### config.mk
export PLATFORM = sky130hd
export DESIGN_NAME = cgra_cfg_sequencer
export DESIGN_NICKNAME = d
export VERILOG_FILES = /design/src/rtl/cgra_cfg_sequencer.sv
export SDC_FILE = /design/constraint.sdc
export NUM_CORES = 1
export LEC_CHECK = 0
export CAP_MARGIN = 20
export CORE_ASPECT_RATIO = 0.7
export CORE_MARGIN = 10
export CORE_UTILIZATION = 51
export DETAILED_ROUTE_END_ITERATION = 8
export PLACE_DENSITY = 0.92
export REMOVE_ABC_BUFFERS = 1
export SLEW_MARGIN = 20
export SYNTH_ARGS = -nofsm -noshare
export SYNTH_HDL_FRONTEND = slang
export SYNTH_SLANG_ARGS = --single-unit
### constraint.sdc
create_clock -name clk_i -period 4.75 [get_ports clk_i]
set_input_delay 0.475 -clock clk_i [delete_from_list [all_inputs] [get_ports clk_i]]
set_output_delay 0.475 -clock clk_i [all_outputs]
set_load 0.05 [all_outputs]
### src/rtl/cgra_cfg_sequencer.sv
// -----------------------------------------------------------------------------
// cgra_cfg_sequencer
//
// Loads per-tile configuration words into a CGRA and then drives the global
// context counter that steps every tile through its kernel contexts.
//
// Flow: config words (tile, slot, payload, last) are accepted one at a time and
// forwarded to the addressed tile over a one-hot valid / per-tile ready write
// port. After the word flagged "last" the block is LOADED and accepts a start
// command carrying an iteration count; it then emits iters*KernelSize context
// cycles, pulses done_o, and returns to LOADED with the configuration retained.
//
// Ports:
//   clk_i, rst_i                 clock, synchronous active-high reset
//   cfg_valid_i / cfg_ready_o    config word handshake
//   cfg_tile_i, cfg_slot_i       target tile and context slot
//   cfg_data_i, cfg_last_i       config payload, final-word flag
//   start_valid_i / start_ready_o run request handshake
//   start_iters_i                iteration count for the run
//   tile_wr_valid_o              one-hot per-tile write valid
//   tile_wr_ready_i              per-tile write ready
//   tile_wr_addr_o/_data_o       shared write slot and payload
//   ctx_valid_o, ctx_o           tiles execute context ctx_o this cycle
//   done_o                       one-cycle pulse at run completion
//   busy_o                       issuing a word, running, or finishing
//   err_o                        sticky: a word addressed a non-existent tile
//
// All outputs come straight from flops; control outputs are registered from
// the next-state decode so they line up with the state they describe.
// -----------------------------------------------------------------------------
module cgra_cfg_sequencer #(
    parameter int CGRADim    = 16,
    parameter int KernelSize = 4,
    parameter int CfgWidth   = 43,
    parameter int IterWidth  = 16,
    parameter int TileIdW    = $clog2(CGRADim),
    parameter int SlotW      = $clog2(KernelSize)
) (
    input  logic                 clk_i,
    input  logic                 rst_i,
    input  logic                 cfg_valid_i,
    output logic                 cfg_ready_o,
    input  logic [TileIdW-1:0]   cfg_tile_i,
    input  logic [SlotW-1:0]     cfg_slot_i,
    input  logic [CfgWidth-1:0]  cfg_data_i,
    input  logic                 cfg_last_i,
    input  logic                 start_valid_i,
    output logic                 start_ready_o,
    input  logic [IterWidth-1:0] start_iters_i,
    output logic [CGRADim-1:0]   tile_wr_valid_o,
    input  logic [CGRADim-1:0]   tile_wr_ready_i,
    output logic [SlotW-1:0]     tile_wr_addr_o,
    output logic [CfgWidth-1:0]  tile_wr_data_o,
    output logic                 ctx_valid_o,
    output logic [SlotW-1:0]     ctx_o,
    output logic                 done_o,
    output logic                 busy_o,
    output logic                 err_o
);

    typedef enum logic [2:0] {
        ST_IDLE   = 3'd0,
        ST_ISSUE  = 3'd1,
        ST_LOADED = 3'd2,
        ST_RUN    = 3'd3,
        ST_DONE   = 3'd4
    } state_t;

    // Tile count widened by one bit so an index equal to CGRADim is comparable.
    localparam logic [TileIdW:0]   TILE_LIMIT = (TileIdW+1)'(CGRADim);
    localparam logic [SlotW-1:0]   CTX_LAST   = SlotW'(KernelSize - 1);

    state_t                state_r,    state_n;
    logic [TileIdW-1:0]    tile_r,     tile_n;
    logic [SlotW-1:0]      slot_r,     slot_n;
    logic [CfgWidth-1:0]   data_r,     data_n;
    logic                  last_r,     last_n;
    logic [IterWidth-1:0]  iters_r,    iters_n;
    logic [IterWidth-1:0]  iter_cnt_r, iter_cnt_n;
    logic [SlotW-1:0]      ctx_r,      ctx_n;
    logic                  err_r,      err_n;

    logic                  cfg_ready_r;
    logic                  start_ready_r;
    logic [CGRADim-1:0]    wr_valid_r;
    logic                  ctx_valid_r;
    logic                  done_r;
    logic                  busy_r;

    logic                  tile_in_range_s;
    logic                  tile_ack_s;

    // One-hot decode of a tile index; indices outside the array decode to zero.
    function automatic logic [CGRADim-1:0] tile_onehot(input logic [TileIdW-1:0] t);
        logic [CGRADim-1:0] oh;
        oh = '0;
        for (int i = 0; i < CGRADim; i++) begin
            oh[i] = (t == TileIdW'(i));
        end
        return oh;
    endfunction

    // Range check of the incoming tile index and handshake of the held tile only.
    always_comb begin
        tile_in_range_s = ({1'b0, cfg_tile_i} < TILE_LIMIT);
        tile_ack_s      = |(tile_wr_ready_i & tile_onehot(tile_r));
    end

    // Next-state and datapath update logic.
    always_comb begin
        state_n    = state_r;
        tile_n     = tile_r;
        slot_n     = slot_r;
        data_n     = data_r;
        last_n     = last_r;
        iters_n    = iters_r;
        iter_cnt_n = iter_cnt_r;
        ctx_n      = ctx_r;
        err_n      = err_r;

        case (state_r)
            ST_IDLE, ST_LOADED: begin
                // A config word wins over a simultaneous start in LOADED.
                if (cfg_valid_i) begin
                    if (tile_in_range_s) begin
                        tile_n  = cfg_tile_i;
                        slot_n  = cfg_slot_i;
                        data_n  = cfg_data_i;
                        last_n  = cfg_last_i;
                        state_n = ST_ISSUE;
                    end else begin
                        err_n   = 1'b1;
                    end
                end else if ((state_r == ST_LOADED) && start_valid_i) begin
                    if (start_iters_i == '0) begin
                        state_n = ST_DONE;
                    end else begin
                        iters_n    = start_iters_i;
                        iter_cnt_n = '0;
                        ctx_n      = '0;
                        state_n    = ST_RUN;
                    end
                end else begin
                    state_n = state_r;
                end
            end
            ST_ISSUE: begin
                if (tile_ack_s) begin
                    state_n = last_r ? ST_LOADED : ST_IDLE;
                end else begin
                    state_n = ST_ISSUE;
                end
            end
            ST_RUN: begin
                // ctx holds its final value when the run ends.
                if (ctx_r == CTX_LAST) begin
                    if (iter_cnt_r == (iters_r - IterWidth'(1))) begin
                        state_n = ST_DONE;
                    end else begin
                        ctx_n      = '0;
                        iter_cnt_n = iter_cnt_r + IterWidth'(1);
                    end
                end else begin
                    ctx_n = ctx_r + SlotW'(1);
                end
            end
            ST_DONE: begin
                state_n = ST_LOADED;
            end
            default: begin
                state_n = ST_IDLE;
            end
        endcase
    end

    // State, holding registers and registered outputs.
    always_ff @(posedge clk_i) begin
        if (rst_i) begin
            state_r       <= ST_IDLE;
            tile_r        <= '0;
            slot_r        <= '0;
            data_r        <= '0;
            last_r        <= 1'b0;
            iters_r       <= '0;
            iter_cnt_r    <= '0;
            ctx_r         <= '0;
            err_r         <= 1'b0;
            cfg_ready_r   <= 1'b1;
            start_ready_r <= 1'b0;
            wr_valid_r    <= '0;
            ctx_valid_r   <= 1'b0;
            done_r        <= 1'b0;
            busy_r        <= 1'b0;
        end else begin
            state_r       <= state_n;
            tile_r        <= tile_n;
            slot_r        <= slot_n;
            data_r        <= data_n;
            last_r        <= last_n;
            iters_r       <= iters_n;
            iter_cnt_r    <= iter_cnt_n;
            ctx_r         <= ctx_n;
            err_r         <= err_n;
            cfg_ready_r   <= (state_n == ST_IDLE) || (state_n == ST_LOADED);
            start_ready_r <= (state_n == ST_LOADED);
            wr_valid_r    <= (state_n == ST_ISSUE) ? tile_onehot(tile_n) : '0;
            ctx_valid_r   <= (state_n == ST_RUN);
            done_r        <= (state_n == ST_DONE);
            busy_r        <= (state_n != ST_IDLE) && (state_n != ST_LOADED);
        end
    end

    assign cfg_ready_o     = cfg_ready_r;
    assign start_ready_o   = start_ready_r;
    assign tile_wr_valid_o = wr_valid_r;
    assign tile_wr_addr_o  = slot_r;
    assign tile_wr_data_o  = data_r;
    assign ctx_valid_o     = ctx_valid_r;
    assign ctx_o           = ctx_r;
    assign done_o          = done_r;
    assign busy_o          = busy_r;
    assign err_o           = err_r;

endmodule
==> impl_metrics.tcl, run 1 <==
set metrics [dict create \
    crit_fanout 18 \
    area.sequential_um2 2160 \
    final_util_pct 71.1 \
    vias 4981 \
    yosysWarningCount 0 \
    status "complete, no violations" \
    async_reset_ff_share_pct 0 \
    fin_area_um2 6890 \
    hold_path.class "flop to flop" \
    nNetsFinal 827 \
    cp.arrival_ps 3930 \
    criticalPathCategory "flop to flop" \
    area_growth_syn_to_layout_pct 36.1 \
    cts_resized 0 \
    rsz0062_at_grt "false" \
    cts_tree "built" \
    grtUsageTotal_pct 20.9 \
    slew_violations 0 \
    root_buffer "clkbuf_16" \
    antenna_found_initial 1 \
    route.detailed.drc 0 \
    synth_common_cells "nand2_1 (129), dfxtp_1 (108), a21oi_1 (69), nor2_1 (31)" \
    critical_path.top_delay_family "compound AO/OA/AOI/OAI gates" \
    fin_tns_setup_ps 0 \
    cts_setup_buffers 0 \
    cts_max_level 3 \
    syn_inst 610 \
    via_per_inst 5.72 \
    r2r_slack_ps 1050 \
    rows 30 \
    multi_input_area_um2 2700 \
    synth_edf_count 0 \
    crit_chain "inv_1, ha_1, nor2b_1, nand4_1, xnor2_1, o2111ai_1, a2111oi_4, nand3_4, o31ai_4, inv_4, or2_1" \
    grt_max_degree 63 \
    wl_per_cell_um 18.0 \
    grt_pass1_wl_mm 24.9 \
    end_kind "flop" \
    cp-startpoint "iters_r[0]$_SDFFE_PP0P_" \
    core-area_um2 9680 \
    path_buf_inv 2 \
    ir_drop_uv 193 \
    drive_gt1_share_pct 6.20 \
    clock_latency_ps 350 \
    drv_cap 0 \
    yosysUniqueCellTypes 61 \
    required_ps 4980 \
    io_pins 155 \
    setup_viol 0 \
    holdBufCountCts 0 \
    cp.depth 11 \
    max_stage_delay_ps 710 \
    worst_path_max_delay_cell "o31ai_4" \
    syn_avg_cell_area_um2 8.30 \
    place.gp.congestion 0.934 \
    fp.dieArea_um2 14400 \
    yosys-top-cells-area "dfxtp_1 (43%), nand2_1 (9.6%), a21oi_1 (6.8%)" \
    grt_pass1_vias 5024 \
    clock.fmax_ghz 0.270 \
    postPlaceCellArea_um2 6600 \
    routed_wl_mm 15.6 \
    worst_slew_pin_slew_ps 1030 \
    fillerInstances 737 \
    p_leak_uw 0.00266 \
    post-synth-top-area-cell "dfxtp_1" \
    start_kind "flop" \
    grt.overflow.total 0 \
    dpl.hpwl_mm 11.9 \
    reg2reg_from "iters_r[0]$_SDFFE_PP0P_" \
    post-synth-top-count-cell "nand2_1" \
    antenna_left 0 \
    synth_top_area_share_pct 42.7 \
    die_w_um 139 \
    worst_r2r_endpoint "busy_o$_SDFF_PP0_" \
    min_period_over_period_pct 77.9 \
    layout_min_cycle_time_ps 3700 \
    synth_seq_cells 108 \
    numPortBuffers 153 \
    initial_utilization_pct 52.3 \
    drtIter0Drc 335 \
    clk_path_buf_depth 2 \
    ys_dominant_reg_cell "dfxtp_1" \
    fp.dieH_um 103 \
    r2r.worst_path.cells 11 \
    hold_viol_final 0 \
    powerDensity_nw_per_um2 295 \
    path_clk_slew_ps 80 \
    dr.pass1.iters 5 \
    syn_area_um2 5060 \
    maxSlewHeadroom_pct 30.9 \
    crit_end "busy_o$_SDFF_PP0_" \
    seq_area_frac_synth_pct 42.7 \
    numCtsBuffers 9 \
    finClkSkew_ps 11.3 \
    cts.sinks 108 \
]
-- through the flow --
step                cells  setup slack, ps  hold slack (ps)  power (µW)
global route          870              810              475        2110
finish                871             1050              456        2030
global placement      855             1430              441        1330
CTS                   870             1140              459        2040
detailed placement    855             1200              449        1340
floorplan             571             1690              430        1170
-- report_power, final --
group          internal (µW)  leakage, µW  switching (µW)  total [µW]
Combinational            149      0.00164             215         364
Clock                    360     0.000134             350         710
Sequential               937     0.000879            21.3         958
-- cell families (layout without fill, tap and decap cells) --
logic type,after synthesis,count (layout),synth area share [%]
xor+xnor,16,16,2.77
other cells,1,2,0.0741
fa+ha+maj,3,3,0.742
simple gates,286,286,28.0
buf+inv,50,182,4.28
flops,108,108,42.7
compound gates,117,117,14.4
mux,29,29,6.99
-- worst min-delay path by stage --
stage,depth (start not counted),start,slack [ps],to
after floorplan,2,last_r$_SDFFE_PP0P_,430,last_r$_SDFFE_PP0P_
after global placement,2,tile_wr_addr_o[1]$_SDFFE_PP0P_,440,tile_wr_addr_o[1]$_SDFFE_PP0P_
after detailed placement,2,tile_wr_data_o[6]$_SDFFE_PP0P_,450,tile_wr_data_o[6]$_SDFFE_PP0P_
after CTS,2,tile_wr_data_o[6]$_SDFFE_PP0P_,460,tile_wr_data_o[6]$_SDFFE_PP0P_
after global routing,2,tile_wr_data_o[6]$_SDFFE_PP0P_,470,tile_wr_data_o[6]$_SDFFE_PP0P_
final,2,tile_wr_data_o[6]$_SDFFE_PP0P_,460,tile_wr_data_o[6]$_SDFFE_PP0P_
-- layer usage --
| metal | share of wire, % | wire length [µm] | track usage, % | up-vias |
|---|---|---|---|---|
| li1 | - | - | - | 2387 |
| met1 | 38 | 6000 | 22.2 | 2347 |
| met3 | 13 | 2010 | 12.0 | 29 |
| met4 | 1.6 | 256 | 5.84 | 0 |
| met5 | 0 | 0 | 0 | - |
| met2 | 47 | 7380 | 35.5 | 218 |
-- flip-flops by register name, summed over array words and instances (netlist names) --
| name | flops |
|---|---|
| busy_o | 1 |
| tile_r | 4 |
| tile_wr_addr_o | 2 |
| done_o | 1 |
| start_ready_o | 1 |
| iter_cnt_r | 16 |
| state_r | 3 |
| tile_wr_valid_o | 16 |
| ctx_valid_o | 1 |
| cfg_ready_o | 1 |
| last_r | 1 |
| ctx_o | 2 |
| tile_wr_data_o | 43 |
| iters_r | 16 |
-- placed cells by master, fill, tap and decap left out, drive strengths merged, types with 6 or more instances in the layout --
cell           instances
nor4                   9
o21ai                 14
nand2                129
nor2b                  7
nand4                  7
nand2b                 7
nand3b                11
inv                   13
mux2i                 23
clkdlybuf4s50        152
and3                   6
xor2                   6
a31oi                  6
and2                   6
or3                    8
xnor2                 10
nor2                  31
nand3                 29
dfxtp                108
nor3                  24
clkbuf                 9
a21oi                 69
-- worst min-delay path, delay by kind of cell (launching register included) --
kind,cells,cell delay [ps]
AO/OA/AOI/OAI,1,50
flip-flops,1,310
AND/OR/NAND/NOR,1,50
-- final cells by class --
type	instances	area share [%]
Sequential cell	108	31.4
Inverter	11	0.636
Timing Repair Buffer	156	22.5
Multi-Input combinational cell	452	39.1
Tap cell	128	2.33
Antenna cell	1	0.0363
Clock buffer	9	3.27
Clock inverter	6	0.727
Power figures use the tool's default switching activity.
==> run 2: changes to the inputs <==
CORE_UTILIZATION = 43   (was 51)
PLACE_DENSITY = 0.83   (was 0.92)
clock period = 3.2 ns   (was 4.75 ns; I/O delays follow)
==> run 2 against run 1 <==
Clock skew rose by 0.80 ps; routed wire length rose by 1.2%; count of clock-buffer cells in the layout grew 2; fmax is 22% higher; combinational power rose by 50%; die area rose by 15%; first-iteration DRC count increased by 12%; non-clock buffer count rose by 8; global-route usage down 2.5 points; via count decreased by 0.16%; critical path type unchanged.
==> impl_metrics.tcl, run 2 (synthesis results as in run 1) <==
set metrics [dict create \
    status "complete, no violations" \
    p_clk_share_pct 35.9 \
    nNetsFinal 835 \
    final_util_pct 60.3 \
    slew_violations 0 \
    wl_per_cell_um 17.4 \
    grtUsageTotal_pct 18.4 \
    criticalPathCategory "flop to flop" \
    numPortBuffers 153 \
    die_w_um 150 \
    clk_path_buf_depth 2 \
    p_leak_uw 0.00271 \
    internal_power_uw 2200 \
    cts_setup_buffers 0 \
    worst_slew_pin_slew_ps 1060 \
    setup_viol 0 \
    place.gp.congestion 0.894 \
    reg2reg_from "iters_r[0]$_SDFFE_PP0P_" \
    clock_latency_ps 350 \
    max_stage_delay_ps 450 \
    postPlaceCellArea_um2 6700 \
    worstHoldStart "rst_i" \
    finClkSkew_ps 12.1 \
    layout_min_cycle_time_ps 3030 \
    crit_fanout 17 \
    ir_drop_uv 325 \
    grt.overflow.total 0 \
    route.detailed.drc 0 \
    end_kind "flop" \
    swShare_pct 28.4 \
    hold_viol_final 0 \
    place_inst 892 \
    grt_max_degree 66 \
    cts_max_level 3 \
    hold_depth 2 \
    root_buffer "clkbuf_16" \
    insertedDiodeCount 0 \
    rows 33 \
    dpl.hpwl_mm 12.2 \
    start_kind "flop" \
    rsz0062_at_grt "false" \
    area_growth_syn_to_layout_pct 38.3 \
    cp.arrival_ps 3260 \
    worst_path_max_delay_cell "dfxtp_1" \
    antenna_left 0 \
    cp-startpoint "iters_r[0]$_SDFFE_PP0P_" \
    dr.pass1.iters 5 \
    initial_utilization_pct 43.6 \
    cts_tree "built" \
    grt_pass1_vias 4878 \
    fp.dieArea_um2 16600 \
    pwr-share-comb_pct 17.8 \
    r2r_slack_ps 170 \
    drtIter0Drc 374 \
    powerDensity_nw_per_um2 439 \
    p_sw_uw 872 \
    fin_area_um2 7000 \
    io_pins 155 \
    routed_wl_mm 15.8 \
    final_common_cell "clkdlybuf4s50_1" \
    required_ps 3430 \
    critical_path.top_delay_family "compound AO/OA/AOI/OAI gates" \
    antenna_found_initial 1 \
    mostFrequentLayoutCells "clkdlybuf4s50_1 (152), nand2_1 (128), dfxtp_1 (108)" \
    via_per_inst 5.48 \
    clock.fmax_ghz 0.330 \
    grt_pass1_wl_mm 25.1 \
    fin_tns_setup_ps 0 \
    worst_r2r_endpoint "tile_wr_valid_o[15]$_SDFF_PP0_" \
    cts.sinks 108 \
    hold-worst-slack_ps 363 \
    hold_path.class "input pin to flop" \
    largest_register_ffs 43 \
    maxSlewHeadroom_pct 29.5 \
    fp.dieH_um 111 \
    crit_chain "inv_1, ha_1, nor2b_2, or3_1, a31oi_1, o2111ai_1, a2111oi_4, nand3_4, o31ai_4, buf_4, nor3_1" \
    min_period_over_period_pct 94.7 \
    min_to "state_r[1]$_SDFF_PP0_" \
    core-area_um2 11600 \
    numCtsBuffers 9 \
    path_clk_slew_ps 70 \
    path_buf_inv 2 \
    seqPwrFrac_pct 46.3 \
    fin_cells 908 \
    r2r.worst_path.cells 11 \
    drive_gt1_share_pct 7.32 \
    drv_cap 0 \
    vias 4973 \
]
[run 2: cell count changes in the layout (fill, tap and decap cells not counted), sizes merged]
| cell | delta |
|---|---|
| clkinvlp | -1 |
| diode | -1 |
| clkbuf | +2 |
| buf | +8 |
[run 2: worst max-delay path by stage]
stage | to | cells past startpoint
after CTS | tile_wr_valid_o[7]$_SDFF_PP0_ | 11
after global placement | tile_wr_valid_o[13]$_SDFF_PP0_ | 11
after floorplan | busy_o$_SDFF_PP0_ | 11
after global routing | tile_wr_valid_o[2]$_SDFF_PP0_ | 11
after detailed placement | iter_cnt_r[7]$_SDFFE_PP0P_ | 10
final | tile_wr_valid_o[15]$_SDFF_PP0_ | 11
[run 2: worst register-to-register path, delay by kind of cell, from the launching register on]
family	cells	cell delay [ps]
AND/OR/NAND/NOR	4	850
adder cells (fa/ha/maj)	1	220
flip-flops	1	450
buffers and inverters	2	350
AO/OA/AOI/OAI	4	1050
[run 2: layer usage]
layer | global-route usage, % | vias to the layer above | wire, µm | share of wire [%]
met3 | 10.1 | 18 | 2020 | 13
li1 | - | 2398 | - | -
met1 | 20.5 | 2365 | 6150 | 39
met5 | 0 | - | 13 | 0.082
met2 | 30.1 | 190 | 7470 | 47
met4 | 4.39 | 2 | 177 | 1.1
[run 2: per-stage QoR]
step | total power, µW | setup slack [ps]
2_1_floorplan | 1740 | 141
3_3_place_gp | 1990 | 330
3_5_place_dp | 2000 | 113
4_1_cts | 3090 | 101
5_1_grt | 3170 | 30.1
6_report | 3070 | 170
[run 2: area by class of cell]
cell class | instances | area (µm²)
clock inverter | 5 | 42.5
fill | 962 | 4600
inverter | 11 | 43.8
timing repair buffer | 164 | 1610
clock buffer | 11 | 253
tap | 157 | 196
sequential | 108 | 2160
multi-input combinational | 452 | 2690
[run 2: repair_timing]
item	CTS	global route
gates resized for setup	0	2
endpoints found under the setup margin	0	31
hold buffers	0	0
[run 2: power groups by stage]
stage | Combinational, µW | Clock, µW | Sequential (µW)
floorplan | 142 | 0 | 1590
global placement | 536 | 0 | 1450
detailed placement | 545 | 0 | 1450
CTS | 548 | 1120 | 1420
global route | 582 | 1160 | 1430
finish | 546 | 1100 | 1420
